`src/rtl/fc_quant_sched.sv`:
```
// fc_quant_sched: sequences one FC layer of accumulator results through the
// shared quantizer and packs the returned bytes four per word into SRAM.
module fc_quant_sched #(
    parameter int FC1_OUT_NUM = 500,
    parameter int FC2_OUT_NUM = 10,
    parameter int FC1_BASE    = 0,
    parameter int FC2_BASE    = 128,
    parameter int ADDR_W      = 10
) (
    input  logic              clk,
    input  logic              srstn,
    input  logic              start,
    input  logic              fc_sel,
    input  logic              acc_valid,
    input  logic [31:0]       acc_data,
    output logic              acc_ready,
    output logic              q_fc_state,
    output logic [31:0]       q_unq_data,
    input  logic [7:0]        q_data,
    output logic              sram_wr_en,
    output logic [ADDR_W-1:0] sram_addr,
    output logic [31:0]       sram_wdata,
    output logic              busy,
    output logic              done
);

    localparam int MAX_N = (FC1_OUT_NUM > FC2_OUT_NUM) ? FC1_OUT_NUM : FC2_OUT_NUM;
    localparam int CNT_W = $clog2(MAX_N + 1);

    typedef enum logic [1:0] {
        S_IDLE,
        S_RUN,
        S_DRAIN,
        S_DONE
    } state_t;

    state_t              state, state_nx;
    logic                layer;
    logic [CNT_W-1:0]    in_cnt;
    logic [CNT_W-1:0]    out_cnt;
    logic [CNT_W-1:0]    n_total;
    logic [CNT_W-1:0]    n_last;
    logic [31:0]         pack;
    logic [31:0]         pack_merged;
    logic [ADDR_W-1:0]   word_addr;
    logic                q_vld;
    logic                accept;
    logic                word_full;

    assign n_total    = layer ? CNT_W'(FC2_OUT_NUM) : CNT_W'(FC1_OUT_NUM);
    assign n_last     = layer ? CNT_W'(FC2_OUT_NUM - 1) : CNT_W'(FC1_OUT_NUM - 1);
    assign acc_ready  = (state == S_RUN) && (in_cnt < n_total);
    assign accept     = acc_valid && acc_ready;
    assign q_fc_state = layer;
    assign q_unq_data = acc_data;
    assign busy       = (state != S_IDLE);
    assign done       = (state == S_DONE);
    assign word_full  = (out_cnt[1:0] == 2'd3) || (out_cnt == n_last);

    // State register.
    always_ff @(posedge clk or negedge srstn) begin
        if (!srstn) state <= S_IDLE;
        else        state <= state_nx;
    end

    // Next-state logic; DRAIN holds until the final capture has been written.
    always_comb begin
        state_nx = state;
        case (state)
            S_IDLE:  if (start) state_nx = S_RUN;
            S_RUN:   if (accept && (in_cnt == n_last)) state_nx = S_DRAIN;
            S_DRAIN: if (!q_vld) state_nx = S_DONE;
            S_DONE:  state_nx = S_IDLE;
            default: state_nx = S_IDLE;
        endcase
    end

    // Merge the returning quantized byte into its lane of the pack word.
    always_comb begin
        pack_merged = pack;
        case (out_cnt[1:0])
            2'd0: pack_merged[7:0]   = q_data;
            2'd1: pack_merged[15:8]  = q_data;
            2'd2: pack_merged[23:16] = q_data;
            2'd3: pack_merged[31:24] = q_data;
            default: pack_merged = pack;
        endcase
    end

    // Layer latch, counters, capture pipeline and SRAM write registers.
    always_ff @(posedge clk or negedge srstn) begin
        if (!srstn) begin
            layer      <= 1'b0;
            in_cnt     <= '0;
            out_cnt    <= '0;
            pack       <= '0;
            word_addr  <= '0;
            q_vld      <= 1'b0;
            sram_wr_en <= 1'b0;
            sram_addr  <= '0;
            sram_wdata <= '0;
        end else begin
            sram_wr_en <= 1'b0;
            q_vld      <= accept;
            if ((state == S_IDLE) && start) begin
                layer     <= fc_sel;
                in_cnt    <= '0;
                out_cnt   <= '0;
                pack      <= '0;
                word_addr <= fc_sel ? ADDR_W'(FC2_BASE) : ADDR_W'(FC1_BASE);
            end
            if (accept) in_cnt <= in_cnt + 1'b1;
            if (q_vld) begin
                out_cnt <= out_cnt + 1'b1;
                if (word_full) begin
                    sram_wr_en <= 1'b1;
                    sram_addr  <= word_addr;
                    sram_wdata <= pack_merged;
                    word_addr  <= word_addr + 1'b1;
                    pack       <= '0;
                end else begin
                    pack <= pack_merged;
                end
            end
        end
    end

endmodule

```
`config.mk`:
```
export PLATFORM = sky130hd
export DESIGN_NAME = fc_quant_sched
export DESIGN_NICKNAME = d
export VERILOG_FILES = /design/src/rtl/fc_quant_sched.sv
export SDC_FILE = /design/constraint.sdc
export NUM_CORES = 1
export LEC_CHECK = 0
export ABC_AREA = 1
export CAP_MARGIN = 10
export CORE_UTILIZATION = 57
export CTS_BUF_LIST = sky130_fd_sc_hd__clkbuf_4
export CTS_CLUSTER_SIZE = 28
export DETAILED_ROUTE_END_ITERATION = 10
export PLACE_DENSITY_LB_ADDON = 0.3
export SYNTH_ARGS = -nofsm -noshare
export SYNTH_HDL_FRONTEND = slang
export SYNTH_SLANG_ARGS = --single-unit
```
`constraint.sdc`:
```
create_clock -name clk -period 5.2 [get_ports clk]
set_input_delay 1.56 -clock clk [delete_from_list [all_inputs] [get_ports clk]]
set_output_delay 1.56 -clock clk [all_outputs]
set_load 0.05 [all_outputs]
```
After elaboration in Yosys (flattened, before gate mapping):

Index checks and enable logic that the tools add are counted.

* reductions and logical operators: 12
* muxes and demuxes: 22
* add/subtract/negate cells: 3
* order comparisons: 1
* eq/ne operators: 11

Operator list (number)
* $mux W32: 3
* $mux W9: 5
* $mux W8: 5
* $mux W10: 3
* $add A9 B1 Y9 const B: 2
* $eq A9 B9 Y1: 2
* $add A10 B1 Y10 const B: 1
* $lt A9 B9 Y1: 1
* $eq A2 B2 Y1 const B: 4
* $pmux W2 S4: 1
* $mux W2: 3
* $reduce_bool A2 Y1: 3
* $eq A2 B1 Y1 const B: 2
* $logic_and A1 B1 Y1: 4
* $logic_not A2 Y1: 2
* $ne A2 B2 Y1 const B: 2
* $reduce_and A3 Y1: 1
* $mux W1: 2
* $ne A2 B1 Y1 const B: 1
* $reduce_and A2 Y1: 1
* $logic_or A1 B1 Y1: 1

* input bits: 45
* output and inout port bits: 79
* word-level logic and storage cells: 59
* bits in registers: 107

Logic depth before layout (Yosys ltp):

Gate-level depths: netlist of the first run.

* depth in word-level cells: 7
* gate-level depth with buffers: 13
* depth with buffers taken out: 13

Worst setup path after synthesis of the first run:

Ideal clock, no wire load.

* kind: flip-flop to output port
* from: register layer, in the netlist q_fc_state
* to: output port acc_ready
* setup slack: 1.808 ns
* stages on the path, launching flop included: 10
* data required time: 3.640 ns
* data arrival time: 1.832 ns
* cells stage by stage: dfrtp_1 inv_1 ha_1 nand2_1 inv_1 nand2_1 nand2_1 nand2_1 nand2_1 inv_1

* longest elaborated chain between the ends: 3

Ends and longest elaborated chain
* start: declaration: line 38 `logic layer;`
* start signal: assignment: line 106 `layer <= fc_sel;`
* $mux W9: line 50 `assign n_total = layer ? CNT_W'(FC2_OUT_NUM) : CNT_W'(FC1_OUT_NUM);`
* $lt A9 B9 Y1: line 52 `assign acc_ready = (state == S_RUN) && (in_cnt < n_total);`
* $logic_and A1 B1 Y1: line 52
* end: declaration: line 16 `output logic acc_ready,`

Every way passes these cells.

Final worst setup path of the first run:

Same ends and word-level chain as after synthesis.

==> results of run 1 <==
[layout make-up]
class / instances / area, µm²
inverter: 52 / 195
multi-input combinational: 480 / 2350
clock buffer: 10 / 75.1
sequential: 107 / 2680
timing repair buffer: 62 / 611
tap: 129 / 161
clock inverter: 6 / 114
fill: 743 / 3230
[layout by cell type, fill, tap and decap left out, types with 3 or more instances in the layout]
cell type        Yosys  routed
o21ai_0             57      57
bufinv_16            0       3
inv_1               51      51
nand3_1             20      20
nand2_1            255     255
a21oi_2              5       5
clkbuf_4             0      10
o22ai_1              3       3
nor3_1               5       5
o21ai_2             30      30
o21ai_1              7       7
a21oi_1              8       8
ha_1                19      19
buf_4               32       4
dfrtp_1            107     107
xor2_1               7       7
clkdlybuf4s50_1      0      58
nor2_1              53      53
[routing by layer]
| layer | track usage [%] | vias to the layer above |
|---|---|---|
| met2 | 39.2 | 144 |
| met4 | 10.5 | 0 |
| met1 | 30.6 | 2106 |
| met3 | 5.45 | 23 |
| met5 | 0 | - |
| li1 | - | 2195 |
[power breakdown]
group | leakage, nW | switching (mW) | internal, mW
combinational | 1.54 | 1.20 | 0.549
sequential | 1.37 | 0.175 | 1.09
clock | 0.0928 | 0.274 | 0.250
[worst max-delay path, cell delays in order, from the launching register on]
cell	delay [ns]
dfrtp_1	0.58
inv_1	0.14
ha_1	0.31
nand2_1	0.06
inv_1	0.05
nand2_1	0.06
nand2_1	0.04
nand2_1	0.09
nand2_1	0.06
inv_1	0.05
clkdlybuf4s50_1	0.79
[final timing paths]
check | start | end | slack, ns | cells past startpoint
max | q_fc_state | acc_ready | 0.96 | 10
min reg2reg | pack[5] | pack[5] | 0.50 | 2
max reg2reg | out_cnt[0] | word_addr[2] | 2.56 | 7
max in group asynchronous | srstn | word_addr[6] | 3.02 | 2
min in group asynchronous | srstn | sram_wdata[19] | 1.25 | 1
min | pack[5] | pack[5] | 0.50 | 2
[cell families after synthesis]
family                     share of synthesized area (%)
and+or+nand+nor                                     24.2
DFF                                                 47.5
buffers and inverters                               10.8
adders and majority gates                           4.22
AOI/OAI and AO/OA                                   12.2
xor gates and xnor gates                            1.09
[synth_stat cells]
cell type  instances  area share (%)
nand2_1          255              17
dfrtp_1          107              48
o21ai_0           57             5.1
nor2_1            53             3.5
inv_1             51             3.4
buf_4             32             4.3
o21ai_2           30             4.7
nand3_1           20             1.8
ha_1              19             4.2
clkbuf_1          12            0.80
buf_6              9             1.8
a21oi_1            8            0.71
o21ai_1            7            0.62
xor2_1             7             1.1
a21oi_2            5            0.78
nor3_1             5            0.44
buf_2              4            0.36
o22ai_1            3            0.33
buf_1              2            0.13
nand3b_1           2            0.27
or2_2              2            0.22
clkinv_1           1           0.067
nand2_2            1            0.11
nand2_4            1            0.20
nand3_2            1            0.18
nand4_1            1            0.11
nor2_2             1            0.11
nor4_1             1            0.11
or2_0              1            0.11
[per-stage QoR]
stage | setup slack [ns] | util, %
after floorplan | 1.81 | -
after global placement | 1.51 | 63.7
after detailed placement | 1.43 | 63.7
after CTS | 0.908 | 65.7
after global routing | 0.737 | 65.7
final | 0.959 | 65.7
[registers in the layout, summed over array words and instances, names as in the netlist]
register and count:
state 2, word_addr 10, in_cnt 9, q_fc_state 1, out_cnt 9, sram_addr 10, pack 32, sram_wr_en 1
q_vld 1, sram_wdata 32
==> results_dict.tcl, run 1 <==
set metrics [dict create \
    wl_met3_um 673 \
    core_um2 9420 \
    holdBufCountCts 0 \
    slew_violations 0 \
    synthToLayoutAreaGrowth_pct 9.80 \
    synth_seq_cells 107 \
    nets 776 \
    ir_worst_vdd_v 0.000487 \
    vias 4468 \
    wl_met2_um 5580 \
    finalPower_mw 3.54 \
    die_h_um 101 \
    placed_cell_area_um2 6000 \
    worstPathRequired_ns 3.64 \
    antennaDiodeCount 0 \
    yosys_warnings 0 \
    post_cts_resized 0 \
    clock.fmax_mhz 236 \
    die_w_um 101 \
    clock_sinks 107 \
    setup_viol 0 \
    max_slew_margin_pct 27.3 \
    ioPinCount 124 \
    cts_tree "done" \
    syn_avg_cell_area_um2 8.07 \
    crit_arrival_ns 2.68 \
    wl_per_cell_um 13.6 \
    port_buffers 59 \
    worst_skew_pair.late_latency_ns 0.47 \
    whs_ns 0.496 \
    max_cap_violations 0 \
    root_buffer "clkbuf_4" \
    cts_setup_buffers 0 \
    grt_pass1_wl_um 19200 \
    criticalPathCategory "flip-flop to output port" \
    initial_core_util_pct 59.8 \
    wl_um 11500 \
    min_period_ns 4.24 \
    fp-row-count 35 \
    syn_nets 762 \
    syn_inst 698 \
    antenna_found_initial 0 \
    grt_max_degree 93 \
    gp_routability_congestion 0.847 \
    dp_hpwl_um 7600 \
    die_area_um2 10300 \
    cts_max_level 3 \
    cts_buffers 9 \
    hp-class "flip-flop to flip-flop" \
    synth-seq-area-share_pct 47.5 \
    drive_gt1_share_pct 8.51 \
    hold_viol_final 0 \
    drcViolationCount 0 \
    drtIter0Drc 281 \
    cts.clk_slew.worst_paths_ns 0.15 \
    worst_pin_slew_ns 1.09 \
    ys_types 29 \
    status "finished, final reports clean" \
    end_kind "output port" \
    viasPerCell 5.28 \
    placedCellCount 830 \
    ant_nets 0 \
    start_kind "flip-flop" \
    finalInstanceArea_um2 6180 \
    overflow 0 \
    track_usage_pct 23.9 \
    p_leak_nw 3.00 \
    powerDensity_nw_per_um2 573 \
    fin_crit_sh_pct 81.6 \
    clock_path_buffers 2 \
    grt_pass1_vias 4171 \
    highest_layer "met4" \
    drt-met1-wl_um 5020 \
    netlist_area_um2 5630 \
    final_cells 846 \
    setup_tns_ns 0 \
    rsz0062_at_grt "no" \
    firstDrtPassIters 5 \
    path_max_fanout 10 \
    finClkSkew_ns 0.0224 \
]
Power figures use the tool's default switching activity.
==> run 2, diff against run 1 <==
--- a/config.mk
+++ b/config.mk
@@ -7,7 +7,7 @@
 export LEC_CHECK = 0
 export ABC_AREA = 1
 export CAP_MARGIN = 10
-export CORE_UTILIZATION = 57
+export CORE_UTILIZATION = 48
 export CTS_BUF_LIST = sky130_fd_sc_hd__clkbuf_4
 export CTS_CLUSTER_SIZE = 28
 export DETAILED_ROUTE_END_ITERATION = 10
==> constraint.sdc (replaced) <==
create_clock -name clk -period 3.5 [get_ports clk]
set_input_delay 1.05 -clock clk [delete_from_list [all_inputs] [get_ports clk]]
set_output_delay 1.05 -clock clk [all_outputs]
set_load 0.05 [all_outputs]
==> run 2 against run 1 <==
  * Total power increased by 42%
  * Die area increased by 18%
  * Worst hold slack got worse by 0.00091 ns
  * Sequential share of layout area increased by 0.33 points
  * Non-clock buffer count increased by 3
  * Setup slack got worse by 0.62 ns
  * Clock power increased by 5.0%
  * Critical path type unchanged
  * Largest cell class unchanged
  * Largest power group unchanged
==> results_dict.tcl, run 2 (synthesis results as in run 1) <==
set metrics [dict create \
    finalInstanceArea_um2 6140 \
    firstDrtPassIters 5 \
    antennaDiodeCount 0 \
    overflow 0 \
    holdBufCountCts 0 \
    grt_max_degree 74 \
    root_buffer "clkbuf_4" \
    ir_worst_vdd_v 0.000632 \
    post_cts_resized 0 \
    slew_violations 0 \
    top_regs "pack: 32 flops, sram_wdata: 32 flops" \
    port_buffers 59 \
    min_period_ns 3.17 \
    wl_um 11400 \
    critPathTopFamily "flip-flops" \
    wl_per_cell_um 13.2 \
    status "finished, final reports clean" \
    antenna_found_initial 0 \
    finClkSkew_ns 0.0202 \
    crit_chain "inv_1 -> ha_1 -> nand2_1 -> inv_1 -> nand2_1 -> nand2_1 -> nand2_1 -> nand2_1 -> inv_1 -> buf_4" \
    drtIter0Drc 206 \
    ant_nets 0 \
    finalPower_mw 5.02 \
    rsz0062_at_grt "no" \
    end_kind "output port" \
    vias 4361 \
    setup_tns_ns 0 \
    path_max_fanout 10 \
    fp-row-count 39 \
    layout_common_cells "255 x nand2_1, 107 x dfrtp_1, 57 x o21ai_0, 57 x clkdlybuf4s50_1, 53 x nor2_1" \
    criticalPathCategory "flip-flop to output port" \
    die_w_um 110 \
    cp_common_cell "nand2_1" \
    max_slew_margin_pct 34.3 \
    cts.clk_slew.worst_paths_ns 0.16 \
    hold_viol_final 0 \
    nets 779 \
    dp_hpwl_um 7770 \
    viasPerCell 5.06 \
    worst_skew_pair.late_latency_ns 0.47 \
    max_cap_violations 0 \
    gp_routability_congestion 0.831 \
    drcViolationCount 0 \
    final_common_cell "nand2_1" \
    placedCellCount 847 \
    powerDensity_nw_per_um2 818 \
    placed_cell_area_um2 6030 \
    fin_crit_sh_pct 90.4 \
    drive_gt1_share_pct 8.62 \
    cts_setup_buffers 0 \
    core_um2 11400 \
    p_leak_nw 2.99 \
    worstPathRequired_ns 2.45 \
    cts_buffers 9 \
    post-route-util_pct 53.8 \
    ioPinCount 124 \
    final_cells 862 \
    die_area_um2 12200 \
    clock_sinks 107 \
    worst_slack_ns 0.334 \
    crit_buf_inv 4 \
    critPathSlowestCell "dfrtp_1" \
    cts_max_level 3 \
    track_usage_pct 20.5 \
    cpPeakStageDelay_ns 0.59 \
    n_fill_cell 1056 \
    start_kind "flip-flop" \
    pre_cts_slack_ns 0.727 \
    clock.fmax_mhz 316 \
    grt_pass1_vias 4297 \
    grt_pass1_wl_um 19400 \
    whs_ns 0.495 \
    die_h_um 110 \
    clock_path_buffers 2 \
    synthToLayoutAreaGrowth_pct 8.97 \
    worst_pin_slew_ns 0.984 \
    initial_core_util_pct 49.3 \
    cts_tree "done" \
    crit_arrival_ns 2.12 \
    hp-class "flip-flop to flip-flop" \
    setup_viol 0 \
]
run 2: changes by cell type in the layout (fill, tap and decap cells not counted):
cell	before	now
clkinv_1	1	3
bufinv_16	3	0
clkdlybuf4s50_1	58	57
inv_6	0	1
clkinvlp_4	2	0
buf_4	4	8
clkinv_2	0	1
run 2: power by group:
group,leakage (nW),internal (mW),switching [mW],total [mW]
combinational,1.55,0.814,1.77,2.58
sequential,1.37,1.63,0.262,1.89
clock,0.0617,0.149,0.401,0.550
total,2.99,2.59,2.43,5.02
run 2: worst paths after layout:
| kind | start | to | slack (ns) | cells past startpoint |
|---|---|---|---|---|
| hold reg to reg | pack[2] | pack[2] | 0.49 | 2 |
| hold / removal | pack[2] | pack[2] | 0.49 | 2 |
| setup / recovery | q_fc_state | acc_ready | 0.33 | 10 |
| setup reg to reg | out_cnt[0] | word_addr[2] | 1.10 | 7 |
| max in group asynchronous | srstn | word_addr[2] | 1.99 | 2 |
| min in group asynchronous | srstn | sram_wdata[23] | 0.68 | 1 |
run 2: area by class of cell:
class	count	area, µm²	share of cell area (%)
clock buffers	10	75.1	1.22
flip-flops and latches	107	2680	43.6
well taps	143	179	2.91
clock inverters	5	30.0	0.489
multi-input cells	480	2350	38.3
repair buffers	65	631	10.3
inverters	52	195	3.18
run 2: per-layer routing:
metal  GRT usage, %  part of all wire (%)  wire (µm)
met5              0                     0          0
met1           25.8                    45       5120
met2           34.2                    46       5260
met3           4.82                   6.4        730
met4           7.71                   2.4        271
run 2: tightest hold or removal path, stage by stage, from the launching register on:
cell and delay (ns):
dfrtp_1 0.37, nand2_1 0.05, nand2_1 0.05
